<file path="config.mk">
export PLATFORM = sky130hd
export DESIGN_NAME = fifo_port_arbiter
export DESIGN_NICKNAME = d
export VERILOG_FILES = /design/src/rtl/fifo_port_arbiter.sv
export SDC_FILE = /design/constraint.sdc
export NUM_CORES = 1
export LEC_CHECK = 0
export CORE_MARGIN = 1
export CORE_UTILIZATION = 39
export DETAILED_ROUTE_END_ITERATION = 8
export PLACE_DENSITY = 0.83
export SLEW_MARGIN = 0
export SYNTH_ARGS = -nofsm -noshare
export SYNTH_HDL_FRONTEND = slang
export SYNTH_SLANG_ARGS = --single-unit
export TNS_END_PERCENT = 20
</file>
<file path="constraint.sdc">
create_clock -name clk -period 4.4 [get_ports clk]
set_input_delay 0.88 -clock clk [delete_from_list [all_inputs] [get_ports clk]]
set_output_delay 0.88 -clock clk [all_outputs]
set_load 0.1 [all_outputs]
</file>
<file path="src/rtl/fifo_port_arbiter.sv">
// Round-robin write-port arbiter and read sequencer in front of an 8x16 FIFO RAM.
// Keeps its own occupancy count and paces every FIFO access to the RAM's two-cycle operation time.
module fifo_port_arbiter #(
   parameter int NUM_REQ = 4,
   parameter int DATA_W  = 16,
   parameter int DEPTH   = 8,
   parameter int CNT_W   = 4
) (
   input  logic                      clk,
   input  logic                      reset,
   input  logic                      flush,
   input  logic [NUM_REQ-1:0]        wr_req,
   input  logic [NUM_REQ*DATA_W-1:0] wr_data,
   output logic [NUM_REQ-1:0]        wr_ack,
   input  logic                      rd_req,
   output logic                      rd_valid,
   output logic [DATA_W-1:0]         rd_data,
   output logic                      fifo_reset,
   output logic                      fifo_write,
   output logic                      fifo_read,
   output logic [DATA_W-1:0]         fifo_din,
   input  logic [DATA_W-1:0]         fifo_dout,
   output logic [CNT_W-1:0]          count,
   output logic                      full,
   output logic                      empty,
   output logic [2:0]                dbg_state
);

   localparam int PTR_W = (NUM_REQ > 1) ? $clog2(NUM_REQ) : 1;

   typedef enum logic [2:0] {
      S_INIT      = 3'd0,
      S_INIT_WAIT = 3'd1,
      S_IDLE      = 3'd2,
      S_WR        = 3'd3,
      S_RD        = 3'd4,
      S_SETTLE    = 3'd5
   } state_t;

   typedef enum logic {
      OP_READ  = 1'b0,
      OP_WRITE = 1'b1
   } op_t;

   state_t             state, state_d;
   op_t                last_op;
   logic [PTR_W-1:0]   rr_ptr;
   logic [PTR_W-1:0]   grant_q;
   logic [PTR_W-1:0]   grant_idx;
   logic [PTR_W-1:0]   scan_idx;
   logic               grant_found;
   logic               flush_pend;
   logic               from_rd;
   logic               wr_elig, rd_elig;
   logic               take_wr, take_rd, clear_pend;

   // Handshake: requesters hold wr_req (and their wr_data) as a level until wr_ack
   // pulses for one cycle, which is the cycle the data is written; the consumer holds
   // rd_req until rd_valid pulses for one cycle with rd_data. Dropping a request
   // before the grant withdraws it.

   assign full      = (count == CNT_W'(DEPTH));
   assign empty     = (count == '0);
   assign wr_elig   = (|wr_req) && !full;
   assign rd_elig   = rd_req && !empty;
   assign dbg_state = state;

   // First asserted request at or after rr_ptr, wrapping.
   always_comb begin
      grant_found = 1'b0;
      grant_idx   = '0;
      scan_idx    = '0;
      for (int k = 0; k < NUM_REQ; k++) begin
         scan_idx = PTR_W'((int'(rr_ptr) + k) % NUM_REQ);
         if (!grant_found && wr_req[scan_idx]) begin
            grant_found = 1'b1;
            grant_idx   = scan_idx;
         end
      end
   end

   always_comb begin
      state_d    = state;
      take_wr    = 1'b0;
      take_rd    = 1'b0;
      clear_pend = 1'b0;
      case (state)
         S_INIT:      state_d = S_INIT_WAIT;
         S_INIT_WAIT: state_d = S_IDLE;
         S_IDLE: begin
            if (flush_pend) begin
               clear_pend = 1'b1;
               state_d    = S_INIT;
            end else if (wr_elig && rd_elig) begin
               if (last_op == OP_READ) take_wr = 1'b1;
               else                    take_rd = 1'b1;
            end else if (wr_elig) begin
               take_wr = 1'b1;
            end else if (rd_elig) begin
               take_rd = 1'b1;
            end
            if (take_wr) state_d = S_WR;
            if (take_rd) state_d = S_RD;
         end
         S_WR:        state_d = S_SETTLE;
         S_RD:        state_d = S_SETTLE;
         S_SETTLE:    state_d = S_IDLE;
         default:     state_d = S_INIT;
      endcase
   end

   always_ff @(posedge clk or negedge reset) begin
      if (!reset) begin
         state      <= S_INIT;
         count      <= '0;
         rr_ptr     <= '0;
         grant_q    <= '0;
         last_op    <= OP_READ;
         flush_pend <= 1'b0;
         from_rd    <= 1'b0;
         rd_valid   <= 1'b0;
         rd_data    <= '0;
      end else begin
         state   <= state_d;
         from_rd <= (state == S_RD);

         // Cleared while leaving INIT so the count already reads zero in INIT_WAIT.
         if (state == S_INIT)     count <= '0;
         else if (state == S_WR)  count <= count + CNT_W'(1);
         else if (state == S_RD)  count <= count - CNT_W'(1);

         if (take_wr) begin
            grant_q <= grant_idx;
            rr_ptr  <= (grant_idx == PTR_W'(NUM_REQ - 1)) ? '0 : grant_idx + PTR_W'(1);
            last_op <= OP_WRITE;
         end
         if (take_rd) last_op <= OP_READ;

         if (clear_pend) flush_pend <= 1'b0;
         else if (flush) flush_pend <= 1'b1;

         rd_valid <= (state == S_SETTLE) && from_rd;
         if ((state == S_SETTLE) && from_rd) rd_data <= fifo_dout;
      end
   end

   // fifo_reset is gated by reset so it stays low while the block itself is held in reset.
   always_comb begin
      fifo_reset = (state == S_INIT) && reset;
      fifo_write = (state == S_WR);
      fifo_read  = (state == S_RD);
      wr_ack     = '0;
      fifo_din   = '0;
      if (state == S_WR) begin
         wr_ack[grant_q] = 1'b1;
         fifo_din        = wr_data[grant_q*DATA_W +: DATA_W];
      end
   end

endmodule

</file>
==> Word level (Yosys, flattened, before mapping) <==
Cells that the tools add are included.
{ "op_classes": {"add_sub_neg": 6, "mul": 0, "div": 0, "magnitude_cmp": 6, "eq_ne": 8, "shift": 1, "n_mux": 46, "n_bitwise": 0, "reduce_logical": 22} }
{ "ops": {"columns": ["operator", "count"], "rows": [
  ["64-bit by 7-bit variable part select with 16-bit output", 1],
  ["1-bit 2-to-1 mux", 27],
  ["16-bit 2-to-1 mux", 1],
  ["4-bit 2-to-1 mux", 4],
  ["2-bit by 3-bit less-than comparator with 1-bit output, second input constant", 5],
  ["3-bit case mux with 4 select lines", 1],
  ["2-bit 2-to-1 mux", 5],
  ["1-bit logical AND", 9],
  ["3-bit 2-to-1 mux", 3],
  ["1-bit binary-select mux with 2-bit select", 4],
  ["3-bit by 2-bit equality test with 1-bit output, second input constant", 2],
  ["3-bit equality test, second input constant", 2],
  ["1-bit zero test", 5],
  ["2-bit by 1-bit adder with 2-bit output, second input constant", 2],
  ["2-bit adder, second input constant", 2],
  ["4-bit by 1-bit adder with 4-bit output, second input constant", 1],
  ["4-bit equality test, second input constant", 1],
  ["4-bit zero test", 1],
  ["4-bit by 3-bit != test with 1-bit output, second input constant", 1],
  ["2-bit nonzero test", 2],
  ["2-bit OR reduction", 2],
  ["4-bit OR reduction", 1],
  ["4-bit by 1-bit subtractor with 4-bit output, second input constant", 1],
  ["3-bit by 1-bit equality test with 1-bit output, second input constant", 1],
  ["5 further kinds", 5]
]} }
{ "word_totals": {"register_bits": 31, "latchBits": 0, "ram_bits": 0, "mem_bits_ro": 0, "output_inout_bits": 49, "elab_cells": 98, "n_memories": 0} }

==> Depth between registers and ports, before layout <==
Gate-level depths: netlist of the first run.
{ "logic_depth": {"word_depth": 14, "mapped_depth": 10, "depth_no_buf": 8} }

==> Least setup slack after synthesis of the first run <==
No wires, ideal clock.
{ "synth_path": {"path_kind": "reg-to-output", "startpoint": "reg state[0], in the netlist dbg_state[0]", "endpoint": "out wr_ack[2]", "arrival_ps": 5032, "slack_ps": -1512, "stages_incl_launch_ff": 7, "path_buffers": 2, "cell_sequence": "dfrtp_1 -> buf_4 -> nor2b_1 -> and2_1 -> clkbuf_1 -> inv_1 -> nor3b_1"} }
{ "synth_via": {"elab_chain_cells": 2} }
{ "synth_rtl": {"columns": ["item", "line", "text"], "rows": [
  ["from (decl)", "45", "state_t state, state_d;"],
  ["from (signal assigned)", "124", "state <= state_d;"],
  ["3-bit by 2-bit equality test with 1-bit output", null, null],
  ["net fifo_write", "19", "output logic fifo_write,"],
  ["4-bit 2-to-1 mux", "154", "if (state == S_WR) begin"],
  ["to (decl)", "14", "output logic [NUM_REQ-1:0] wr_ack,"]
]} }
The timed path passes the listed nets, and every way through them passes these cells.

==> Worst setup path after layout of the first run <==
{ "layout_path": {"startpoint": "reg count[1]", "endpoint": "out empty"} }
{ "layout_via": {"elab_chain_cells": 1} }
{ "layout_rtl": {"columns": ["item", "line", "text"], "rows": [
  ["from (decl)", "23", "output logic [CNT_W-1:0] count,"],
  ["from (signal assigned)", "129", "else if (state == S_WR) count <= count + CNT_W'(1);"],
  ["from (signal assigned)", "130", "else if (state == S_RD) count <= count - CNT_W'(1);"],
  ["4-bit zero test", "63", "assign empty = (count == '0);"],
  ["to (decl)", "25", "output logic empty,"]
]} }
No other way between the ends.

==> metrics, run 1 <==
width of the die 74.4 um; register area share after synthesis 37.9%; CTS Buffer Depth 2; status finished, final reports clean; I/O Pins 137; Post-Synth Adder-Cell Area 2.82%; number of synthesized flops with an enable pin 0; CTS Sinks 31; FF+latch count, synth 31; post-synthesis async set-or-reset flop share 100%; first-pass GRT wire length 9610 um; WP data arrival ~2.4 ns; fin crit share 73.6%; pin count of the biggest net entering global routing 32; Compound-Gate Fraction of Synth Area 7.89%; cells after synthesis 167; crit-path max FO 7; Initial Util 41.9%; GRT overflow 0; area of the mapped netlist 2040 sq um; Slowest-stage cell, CP clkdlybuf4s50_1; final net count between 300 and 400; number of global-route vias before repair between 1500 and 2000; GRT Total Usage 23.6%; filler instances approximately 380; simple-gate share of the synthesized area 17.1%; Root Buffer clkbuf_8; Yosys cell types 39; DR pass1 iterations 4; footprint of the multi-input gates 1220 sq um; Port Buffers 136; Synth Area in XOR/XNOR 0.857%; Iter 0 DRT Violations 69; H-tree depth 2; Area growth syn-to-layout 72.8%; Avg Synthesized Cell Area 12.2 sq um; Post-CTS Setup Repair Bufs 0; syn_nets 259; Die ar. 5540 sq um; Final Critical Period roughly 3.2 ns; cts bufs inserted 5; Ys Warns 0; max-cap viol count 0; Clock Skew 0.00651 ns; CTS tree done; Reg area 776 sq um; Largest stage delay, worst path 1.20 ns; Worst Setup End Kind output pin; cts repair resizes 0; final setup violation count 0; num rows 25; hold-critical path depth 1; routed wire length 6180 um; Rel. slew slack 33.4%; DRC viols 0; CP Launch Type flip-flop; Fin. Hold Viols 0; post-synthesis mux area share 30.1%; layout cells sized above 1 25.8%; Worst EP required ~3.5 ns; Worst-path clk slew 0.06 ns; clk_lat worst skew 0.29 ns; GP Congestion roughly 0.8; Tightest Hold Check Type reg -> reg; vias 1895; worst r2r path cells 8; max frequency a little over 300 MHz; initial antenna violation count 0; Slew @ Worst Pin between 0.9 and 1 ns; max-slew violations 0; core area 4880 sq um; ANT cells 0; kind of critical path reg -> out; largest family of logic cells by synthesized area multiplexers; routed vias/inst 5.14; dpl hpwl 4890 um; CTS Hold Bufs 0; RSZ-0062 raised after global routing no; die height ~74 um; Area after DPL between 3000 and 4000 sq um; Design Area, Final 3530 sq um; Wirelength per Cell between 15 and 20 um; Post-DRT Antenna Nets 0; crit path cell chain nor4_4 > clkdlybuf4s50_1; Top FF cell, synth dfrtp_1
[cells in the final DEF (no fill, tap or decap), types with 2 or more instances in the layout]
cell type	netlist	routed
nor2b_1	4	4
mux4_2	16	16
and3_1	17	17
ha_1	3	3
a221oi_1	2	2
mux2_2	19	19
a211oi_1	2	2
buf_4	1	27
clkbuf_8	0	7
a21oi_1	5	5
a21o_1	5	5
dfrtp_1	31	31
o21ai_0	3	3
mux2i_1	3	3
nand2_1	6	6
nor2_1	8	8
nand2b_1	3	3
inv_1	3	3
and2_1	3	3
nor4b_2	1	2
clkdlybuf4s50_1	0	112
[cells in the mapped netlist, types with 3 or more instances]
master | number | area (sq um)
dfrtp_1 | 31 | 776
mux2_2 | 19 | 214
and3_1 | 17 | 106
mux4_2 | 16 | 360
clkbuf_1 | 9 | 33.8
nor2_1 | 8 | 30.0
nand2_1 | 6 | 22.5
a21o_1 | 5 | 37.5
a21oi_1 | 5 | 25.0
nor2b_1 | 4 | 25.0
and2_1 | 3 | 18.8
buf_2 | 3 | 15.0
ha_1 | 3 | 37.5
inv_1 | 3 | 11.3
mux2i_1 | 3 | 30.0
nand2b_1 | 3 | 18.8
o21ai_0 | 3 | 15.0
[worst max-delay path: cells and delay by family, from the launching register on]
family	cells	cell delay, ns
buffers and inverters	1	1.20
flip-flops	1	0.50
AND/OR/NAND/NOR	1	0.38
[cell families (layout without fill, tap and decap cells)]
logic type	Yosys count	count (layout)
AND/OR/NAND/NOR	54	54
multiplexers	39	39
flip-flops	31	31
AO/OA/AOI/OAI	21	21
buffers and inverters	16	151
adder cells (fa/ha/maj)	4	4
XOR/XNOR	2	2
[registers in the layout, indices dropped and copies added, names as in the netlist]
signal,cells
flush_pend,1
rd_valid,1
last_op,1
rd_data,16
grant_q,2
count,4
dbg_state,3
from_rd,1
rr_ptr,2
[area by class of cell]
type	instances	area share (%)
clock buffer	8	2.83
inverter	3	0.319
multi-input combinational	120	34.5
sequential	31	22.0
tap	67	2.37
timing repair buffer	140	38.0
[final timing paths]
check	to	start	slack (ns)
worst max-delay path	empty	count[1]	1.16
worst min-delay path	rd_data[5]	rd_data[5]	0.50
worst max register to register	count[3]	dbg_state[0]	1.80
worst min register to register	rd_data[5]	rd_data[5]	0.50
max in group asynchronous	rd_data[14]	reset	3.12
min in group asynchronous	rd_data[6]	reset	1.00
[metrics by stage]
step / worst slack [ns] / setup TNS [ns] / hold WS, ns / cells / utilization (%)
final: 1.16 / 0 / 0.504 / 369 / 72.4
after global placement: 1.34 / 0 / 0.486 / 361 / 70.3
after global routing: 0.972 / 0 / 0.524 / 369 / 72.4
after detailed placement: 1.34 / 0 / 0.492 / 361 / 70.3
after floorplan: -0.585 / -1.43 / 0.513 / 167 / -
after CTS: 1.14 / 0 / 0.506 / 369 / 72.4
[metal layers]
layer	global-route usage (%)	share of wire, %
met1	29.1	41
met2	40.2	53
met3	6.50	3.5
met4	7.34	2.0
met5	0	0
Power of run 1 is not shown: default switching activity piles up to over one toggle a cycle in this logic, so the estimate is an artifact.
==> inputs of run 2 (changes only) <==
- CORE_UTILIZATION: 39 -> 36
- PLACE_DENSITY: 0.83 -> 0.77
- clock period: 4.4 -> 3.1 ns (I/O delays scaled with it)
==> run 2 against run 1 <==
Cell area up 6.3%. Global-route usage decreased by 1.8 points. Count of clock-buffer cells in the layout fell by 1. First-iteration DRC count is 7.2% higher. Worst setup slack worse by 0.72 ns.
==> metrics, run 2 (same netlist as run 1, synthesis figures left out) <==
status finished, final reports clean; Largest Register rd_data; Design Area, Final 3750 sq um (+6.3%); worst r2r path cells 7 (-1); routed length on met3 236 um (+7.8%); max frequency 376 MHz; layout cells sized above 1 34.9% (+9.1 points); dpl cells 365 (+1.1%); Net Switching 2.65 mW; Root Buffer clkbuf_8; max reg flops 16 (unchanged); Clock Skew 0.00639 ns (-0.000124 ns); Die ar. 5980 sq um (+8.1%); uppermost routed layer met4; Post-CTS Setup Repair Bufs 0 (unchanged); Slew @ Worst Pin 0.896 ns (-0.0997 ns); Core Util, Final 68.2% (-4.2 points); max-cap viol count 0 (unchanged); pre-CTS setup slack 0.588 ns (-0.750 ns); CTS Buffer Depth 2 (unchanged); cts repair resizes 0 (unchanged); FF-to-FF Start dbg_state[0]; Routed met2 length 3360 um (+2.1%); GRT Total Usage 21.8% (-1.8 points); hold path start rd_data[14]; Iter 0 DRT Violations 74 (+7.2%); GP Congestion 0.820 (+2.5%); routed vias/inst 5.10 (-0.71%); commonest non-fill, non-tap cell in the layout clkdlybuf4s50_1; Worst Setup End Kind output pin; switching part of the total power between 50% and 60%; Clk pwr share under 10%; Leak 1.58 nW; most frequent cells in the layout clkdlybuf4s50_1 (87), buf_4 (30), dfrtp_1 (28), buf_12 (22), mux2_2 (19); crit-path max FO 12 (+5); CTS Sinks 31 (unchanged); num rows 27 (+8.0%); cts bufs inserted 5 (unchanged); CTS Hold Bufs 0 (unchanged); I/O Pins 137 (unchanged); first-pass GRT wire length 10100 um (+4.6%); Initial Util 37.1% (-4.8 points); WP data arrival 2.04 ns (-0.32 ns); DR pass1 iterations 6 (+2); die height 77.4 um (+4.0%); filler instances 441 (+15%); total power 4.49 mW; WHS 0.507 ns (+0.00346 ns); Peak VDD IR 0.000807 V; part of the power in registers 20.2%; Final Critical Period between 2 and 3 ns; Int Pwr 1.84 mW; Area after DPL 3670 sq um (+7.0%); setup TNS 0 ns (unchanged); Port Buffers 136 (unchanged); Comb pwr share ~73%; Post-DRT Antenna Nets 0 (unchanged); clk_lat worst skew 0.29 ns (about the same); Wirelength per Cell 16.7 um (-0.51%); ANT cells 0 (unchanged); kind of critical path reg -> out; number of global-route vias before repair 1996 (+5.5%); hold-critical path depth 1 (unchanged); pin count of the biggest net entering global routing 32 (unchanged); initial antenna violation count 0 (unchanged); Fin. Hold Viols 0 (unchanged); final non-filler cell total 373 (+1.1%); RSZ-0062 raised after global routing no; Rel. slew slack 40.2% (+6.9 points); H-tree depth 2 (unchanged); met1 WL 2500 um (-1.6%); GRT overflow 0 (unchanged); final net count 392 (-0.25%); Area growth syn-to-layout 83.6%; power per cell area 1200 nW/um^2; Worst-path clk slew 0.06 ns (about the same); fin crit share 85.7%; max-slew violations 0 (unchanged); dpl hpwl 4940 um (+1.0%); Tightest Hold Check Type reg -> reg; DRC viols 0 (unchanged); CP Launch Point dbg_state[0]; CP Launch Type flip-flop; Worst EP required 2.48 ns (-1.04 ns); width of the die 77.4 um (+4.0%); routed wire length 6210 um (+0.57%); CTS tree done; core area 5510 sq um (+13%); Setup WS post-layout 0.443 ns (-0.718 ns); vias 1902 (+0.37%); final setup violation count 0 (unchanged)
## run 2: cell types whose count changed in the layout (fill, tap and decap cells not counted), sizes merged
| cell | change |
|---|---|
| clkbuf | -1 |
| clkinv | +1 |
| clkdlybuf4s50 | -25 |
| buf | +24 |
## run 2: layer usage
layer	GRT usage, %	vias to the layer above
met5	0	-
met4	7.92	0
met3	4.12	13
met2	37.3	47
met1	27.2	948
li1	-	894
## run 2: worst paths after layout
kind	endpoint	slack, ns
max	wr_ack[2]	0.44
min	rd_data[14]	0.51
max reg2reg	count[3]	0.76
min reg2reg	rd_data[14]	0.51
max in group asynchronous	dbg_state[0]	2.02
min in group asynchronous	rd_data[4]	0.76
## run 2: layout make-up
cell class	instances	area, sq um	area share [%]
timing repair buffer	139	1540	40.9
multi-input combinational	120	1250	33.3
sequential	31	785	20.9
tap	72	90.1	2.40
clock buffer	7	76.3	2.03
inverter	3	11.3	0.300
clock inverter	1	5.00	0.133
## run 2: critical path, stage by stage (launching register included)
cell	delay, ns
dfrtp_4	0.52
nor2b_1	0.18
and2_1	0.33
inv_1	0.25
nor3b_4	0.26
buf_12	0.20
## run 2: power by group through the flow
stage	Sequential [mW]	Clock, mW	Combinational [mW]
floorplan	1.85	0	1.49
global placement	0.904	0	3.26
detailed placement	0.918	0	3.30
CTS	0.908	0.313	3.31
global route	0.947	0.329	3.41
finish	0.906	0.304	3.28
(Power assumes the default switching activity.)
